[src/rtl/crc_pkg.sv]
// Shared CRC-16/CCITT constants, framer state encoding and the byte-wide
// CRC update used by the parallel engine.
package crc_pkg;

  localparam logic [15:0] CRC_CCITT_POLY       = 16'h1021;
  localparam logic [15:0] CRC_CCITT_FALSE_INIT = 16'hFFFF;
  localparam logic [15:0] CRC_XMODEM_INIT      = 16'h0000;

  typedef enum logic [1:0] {
    ST_DATA,
    ST_CRC_HI,
    ST_CRC_LO
  } crc_state_e;

  // Absorbs one byte MSB-first; unrolls to a pure XOR network.
  function automatic logic [15:0] crc_ccitt_byte(input logic [15:0] crc,
                                                 input logic [7:0]  x);
    logic [15:0] c;
    c = crc;
    for (int i = 7; i >= 0; i--) begin
      if (c[15] ^ x[i]) begin
        c = {c[14:0], 1'b0} ^ CRC_CCITT_POLY;
      end else begin
        c = {c[14:0], 1'b0};
      end
    end
    return c;
  endfunction

endpackage

[src/rtl/parallel_crc_ccitt.sv]
// CRC-16/CCITT engine absorbing 8 bits per enable; init has priority over
// enable and the result is visible after the clock edge.
module parallel_crc_ccitt
  import crc_pkg::*;
#(
  parameter logic [15:0] INIT_VALUE = CRC_CCITT_FALSE_INIT
) (
  input  logic        clk,
  input  logic        reset,
  input  logic        init,
  input  logic        enable,
  input  logic [7:0]  x,
  output logic [15:0] crc
);

  logic [15:0] crc_q;
  logic [15:0] crc_d;

  always_comb begin
    crc_d = crc_q;
    if (init) begin
      crc_d = INIT_VALUE;
    end else if (enable) begin
      crc_d = crc_ccitt_byte(crc_q, x);
    end
  end

  always_ff @(posedge clk or posedge reset) begin
    if (reset) begin
      crc_q <= INIT_VALUE;
    end else begin
      crc_q <= crc_d;
    end
  end

  assign crc = crc_q;

endmodule

[src/rtl/crc_frame_sequencer.sv]
// Byte-stream framer: forwards payload bytes through a one-deep output slot and
// appends the CRC-16 (high byte first) after the last payload byte.
module crc_frame_sequencer
  import crc_pkg::*;
#(
  parameter logic [15:0] INIT_VALUE = CRC_CCITT_FALSE_INIT,
  parameter logic [15:0] XOR_OUT    = 16'h0000
) (
  input  logic        clk,
  input  logic        reset,
  input  logic        clear,
  input  logic [7:0]  s_data,
  input  logic        s_valid,
  input  logic        s_last,
  output logic        s_ready,
  output logic [7:0]  m_data,
  output logic        m_valid,
  output logic        m_last,
  input  logic        m_ready,
  output logic [15:0] crc_value,
  output logic        crc_done,
  output logic [15:0] frame_count
);

  crc_state_e  state_q, state_d;
  logic [7:0]  m_data_q, m_data_d;
  logic        m_valid_q, m_valid_d;
  logic        m_last_q, m_last_d;
  logic [15:0] crc_value_q, crc_value_d;
  logic        crc_done_q, crc_done_d;
  logic [15:0] frame_count_q, frame_count_d;

  logic        slot_free;
  logic        eng_init;
  logic        eng_enable;
  logic        eng_reset;
  logic [15:0] eng_crc;
  logic [15:0] crc_out;

  assign eng_reset = ~reset;
  assign slot_free = ~m_valid_q | m_ready;
  assign crc_out   = eng_crc ^ XOR_OUT;

  parallel_crc_ccitt #(
    .INIT_VALUE(INIT_VALUE)
  ) u_crc (
    .clk   (clk),
    .reset (eng_reset),
    .init  (eng_init),
    .enable(eng_enable),
    .x     (s_data),
    .crc   (eng_crc)
  );

  always_comb begin
    state_d       = state_q;
    m_data_d      = m_data_q;
    m_valid_d     = m_valid_q;
    m_last_d      = m_last_q;
    crc_value_d   = crc_value_q;
    crc_done_d    = 1'b0;
    frame_count_d = frame_count_q;
    s_ready       = 1'b0;
    eng_init      = 1'b0;
    eng_enable    = 1'b0;

    if (clear) begin
      m_valid_d = 1'b0;
      m_last_d  = 1'b0;
      state_d   = ST_DATA;
      eng_init  = 1'b1;
    end else begin
      // A consumed beat empties the slot unless something reloads it below.
      if (slot_free) begin
        m_valid_d = 1'b0;
        m_last_d  = 1'b0;
      end
      case (state_q)
        ST_DATA: begin
          s_ready = slot_free;
          if (s_valid && slot_free) begin
            m_data_d   = s_data;
            m_valid_d  = 1'b1;
            eng_enable = 1'b1;
            if (s_last) begin
              state_d = ST_CRC_HI;
            end
          end
        end
        ST_CRC_HI: begin
          if (slot_free) begin
            m_data_d  = crc_out[15:8];
            m_valid_d = 1'b1;
            state_d   = ST_CRC_LO;
          end
        end
        ST_CRC_LO: begin
          if (slot_free) begin
            m_data_d      = crc_out[7:0];
            m_valid_d     = 1'b1;
            m_last_d      = 1'b1;
            crc_value_d   = crc_out;
            crc_done_d    = 1'b1;
            frame_count_d = frame_count_q + 16'd1;
            eng_init      = 1'b1;
            state_d       = ST_DATA;
          end
        end
        default: state_d = ST_DATA;
      endcase
    end
  end

  always_ff @(posedge clk or negedge reset) begin
    if (!reset) begin
      state_q       <= ST_DATA;
      m_data_q      <= 8'h00;
      m_valid_q     <= 1'b0;
      m_last_q      <= 1'b0;
      crc_value_q   <= 16'h0000;
      crc_done_q    <= 1'b0;
      frame_count_q <= 16'h0000;
    end else begin
      state_q       <= state_d;
      m_data_q      <= m_data_d;
      m_valid_q     <= m_valid_d;
      m_last_q      <= m_last_d;
      crc_value_q   <= crc_value_d;
      crc_done_q    <= crc_done_d;
      frame_count_q <= frame_count_d;
    end
  end

  assign m_data      = m_data_q;
  assign m_valid     = m_valid_q;
  assign m_last      = m_last_q;
  assign crc_value   = crc_value_q;
  assign crc_done    = crc_done_q;
  assign frame_count = frame_count_q;

endmodule
[config.mk]
export PLATFORM = sky130hd
export DESIGN_NAME = crc_frame_sequencer
export DESIGN_NICKNAME = d
export VERILOG_FILES = /design/src/rtl/crc_pkg.sv /design/src/rtl/parallel_crc_ccitt.sv /design/src/rtl/crc_frame_sequencer.sv
export SDC_FILE = /design/constraint.sdc
export NUM_CORES = 1
export LEC_CHECK = 0
export CORE_ASPECT_RATIO = 2
export CORE_MARGIN = 3
export CORE_UTILIZATION = 38
export CTS_CLUSTER_DIAMETER = 40
export DETAILED_ROUTE_END_ITERATION = 7
export GPL_TIMING_DRIVEN = 0
export PLACE_DENSITY = 0.62
export SLEW_MARGIN = 10
export SYNTH_ARGS = -nofsm -noshare
export SYNTH_HDL_FRONTEND = slang
export SYNTH_HIERARCHICAL = 1
export SYNTH_SLANG_ARGS = --single-unit
export TNS_END_PERCENT = 30
[constraint.sdc]
create_clock -name clk -period 2.1 [get_ports clk]
set_clock_uncertainty 0.2 [all_clocks]
set_input_delay 0.21 -clock clk [delete_from_list [all_inputs] [get_ports clk]]
set_output_delay 0.21 -clock clk [all_outputs]
set_load 0.01 [all_outputs]
==> summary.md <==
| Metric | Value |
|---|---|
| Critical path type | `register to output port` |
| Port bufs | `57` |
| Final period utilization | `0.951` |
| Num Clock Sinks | `61` |
| Worst VDD drop | `0.685 mV` |
| Max-slew violations | `0` |
| Largest family of logic cells by synthesized area | `XOR/XNOR gates` |
| RSZ-0062 raised after global routing | `true` |
| Area Growth Syn to Fin | `34.1%` |
| Crit path capture type | `output port` |
| Compound-Gate Fraction of Synth Area | `0.0923` |
| DRT iter0 DRCs | `50` |
| Synthesized-area fraction occupied by adder cells | `0.0276` |
| Synth Instances | `258` |
| FF+latch count, synth | `61` |
| Detail Route Antenna Nets | `0` |
| Sequential share of the synthesized area | `0.488` |
| Initial core utilization | `0.396` |
| Final wirelength | `7560 um` |
| IO Count | `58` |
| Mux cell area share after synthesis | `0.0951` |
| Synth Cell Area | `3170 um^2` |
| Placed cell area | `3880 um^2` |
| Yosys top cell by area | `dfrtp_1` |
| Placed insts | `412` |
| Dpl hpwl | `5690 um` |
| Die H | `135 um` |
| Synthesis Warnings | `6` |
| Nets | `350` |
| Initial antenna violation count | `0` |
| Clk pin slew, worst setup/hold paths | `0.05 ns` |
| Final hold slack | `0.179 ns` |
| Critical Path Slowest Stage Cell | `dfrtp_2` |
| Vias in the first global route | `2,395` |
| Maximum net fanout on the critical path | `4` |
| Core ar. | `8000 um^2` |
| DIE WIDTH | `70.6 um` |
| Crit path launch type | `register` |
| Post-synthesis xor/xnor area fraction | `0.161` |
| Synth Area in Simple Gates | `0.110` |
| GRT overflow | `0` |
| FFs w/ async S/R, synth | `1.00` |
| Diode count | `0` |
| Leakage | `1.78 nW` |
| Yosys top cell area share | `0.355` |
| Setup violations, final | `0` |
| TritonCTS clock tree | `yes` |
| Layout cells sized above 1 | `0.263` |
| CP peak stage delay | `0.45 ns` |
| Main flop type after synthesis | `dfrtp_1` |
| Slew margin rel. | `0.566` |
| Finished Cell Area | `4250 um^2` |
| Fin. Hold Viols | `0` |
| Die ar. | `9540 um^2` |
| Clk Latency, worst-skew pair | `0.33 ns` |
| Worst-Margin Slew | `0.650 ns` |
| Synth cell types | `42` |
| CP required | `1.69 ns` |
| Syn Nets | `279` |
| Power Dens Cells | `1270 nW/um^2` |
| Root buffer cell | `clkbuf_16` |
| Clock buffer depth | `2` |
| Largest net degree at the start of global routing | `29` |
| Leading cell types in the layout, fill and taps excluded | `55 x clkdlybuf4s50_1, 44 x dfrtp_1, 25 x mux2_2, 20 x xnor2_1, 18 x a21oi_1` |
| H-tree Lvls | `3` |
| Cells taking the most area after synthesis | `dfrtp_1 36%, dfstp_2 13%, mux2_2 8.9%` |
| Final Core Density | `0.531` |
| Vias/cell | `5.06` |
| Max Cap Viol | `0` |
| Aggregate global-route resource usage | `0.176` |
| Run status | `finished, final reports clean` |
| Global-route wire length before repair | `12,700 um` |
| Non-Filler Instances | `430` |
| Most common cell after layout, fill and taps aside | `clkdlybuf4s50_1` |
| CP arrival | `1.59 ns` |
| Vias | `2,174` |
| Syn avg cell area | `12.3 um^2` |
| Hold Crit Class | `input port to asynchronous set/reset pin` |
| Residual DRC | `0` |
| Post-synth EDFFs | `0` |
| Worst R2R Setup Slack | `0.11 ns` |
| Routed len/inst | `17.6 um` |
| Crit path cell chain | `inv_2 -> ha_2 -> nor3b_4 -> dlygate4sd2_1` |
| DR pass1 iterations | `4` |
| Min cycle time layout | `2.00 ns` |
| CTS buffer count | `9` |
| Row cnt | `46` |
| F_max | `0.501 GHz` |
| Setup_tns | `0 ns` |
| GP Congestion | `0.800` |
==> registers in the layout, indices dropped and copies added (netlist names) <==
register	count
frame_count	16
m_data	8
crc_done	1
state_q	2
m_valid	1
m_last	1
u_crc/crc	16
crc_value	16
==> path summary, 6_finish.rpt <==
kind                                             start                          end  cells after the start
max                             state_q[1]$_DFFE_PN0P_                      s_ready                      4
max in group asynchronous                        reset     u_crc/crc[9]$_DFFE_PP1P_                      4
max reg2reg                     state_q[0]$_DFFE_PN0P_        m_data[5]$_DFFE_PN0P_                      8
min in group clk           frame_count[15]$_DFFE_PN0P_  frame_count[15]$_DFFE_PN0P_                      1
min                                              reset     crc_value[8]$_DFFE_PN0P_                      2
min reg2reg                frame_count[15]$_DFFE_PN0P_  frame_count[15]$_DFFE_PN0P_                      1
==> report_power, final <==
group          internal (mW)  switching, mW  leakage (nW)  total, mW
combinational           1.29          0.959         0.924       2.25
sequential              1.57          0.253         0.729       1.82
clock                  0.826          0.491         0.131       1.32
==> timing repair <==
item,CTS,global route
endpoints found under the setup margin,28,45
buffers inserted,3,2
resized for setup,16,15
hold buffers,1,0
endpoints found under the hold margin,17,0
pin swaps,1,3
==> stage by stage <==
step	worst slack, ns	power [mW]
after floorplan	-0.0149	3.07
after global routing	-0.0284	5.74
after CTS	-0.0323	5.48
final	0.103	5.39
after detailed placement	-0.433	4.05
after global placement	-0.921	4.01
==> final cells by class <==
type | instances | area (um^2)
Fill cell | 729 | 3750
Multi-Input combinational cell | 178 | 1590
Sequential cell | 61 | 1550
Timing Repair Buffer | 64 | 636
Clock buffer | 14 | 254
Tap cell | 96 | 120
Buffer | 9 | 72.6
Inverter | 6 | 22.5
Clock inverter | 2 | 10.0
==> cell families (layout without fill, tap and decap cells) <==
group / count (synthesis) / count (layout)
AO/OA/AOI/OAI: 42 / 42
multiplexers: 27 / 27
AND/OR/NAND/NOR: 62 / 62
flip-flops: 61 / 61
adder cells (fa/ha/maj): 7 / 7
XOR/XNOR: 40 / 40
buffers and inverters: 19 / 95
==> worst max-delay path: cells and delay by family, from the launching register on <==
kind / cells / cell delay (ns)
flip-flops: 1 / 0.45
buffers and inverters: 2 / 0.39
adder cells (fa/ha/maj): 1 / 0.23
AND/OR/NAND/NOR: 1 / 0.20
==> cells in the mapped netlist (2+ instances only) <==
master,number
nand2_1,7
nand3_1,7
dfstp_2,16
nor2_1,14
xnor2_1,20
mux2i_1,2
xnor3_1,8
xor2_1,8
buf_2,2
o21ai_0,4
and3_1,3
nor2b_1,8
clkbuf_1,7
nand4_1,3
o21bai_1,2
a21oi_1,18
a211o_1,7
a22oi_1,8
buf_1,2
nor3_1,5
nand2b_1,7
dfrtp_1,45
mux2_2,25
inv_1,6
ha_1,7
==> layer usage <==
layer,GRT usage,vias up,wire [um]
met3,0.0342,10,226
met5,0,-,0
met1,0.194,1081,2820
met2,0.325,43,4380
li1,-,1040,-
met4,0.0743,0,131
(Power assumes the default switching activity.)
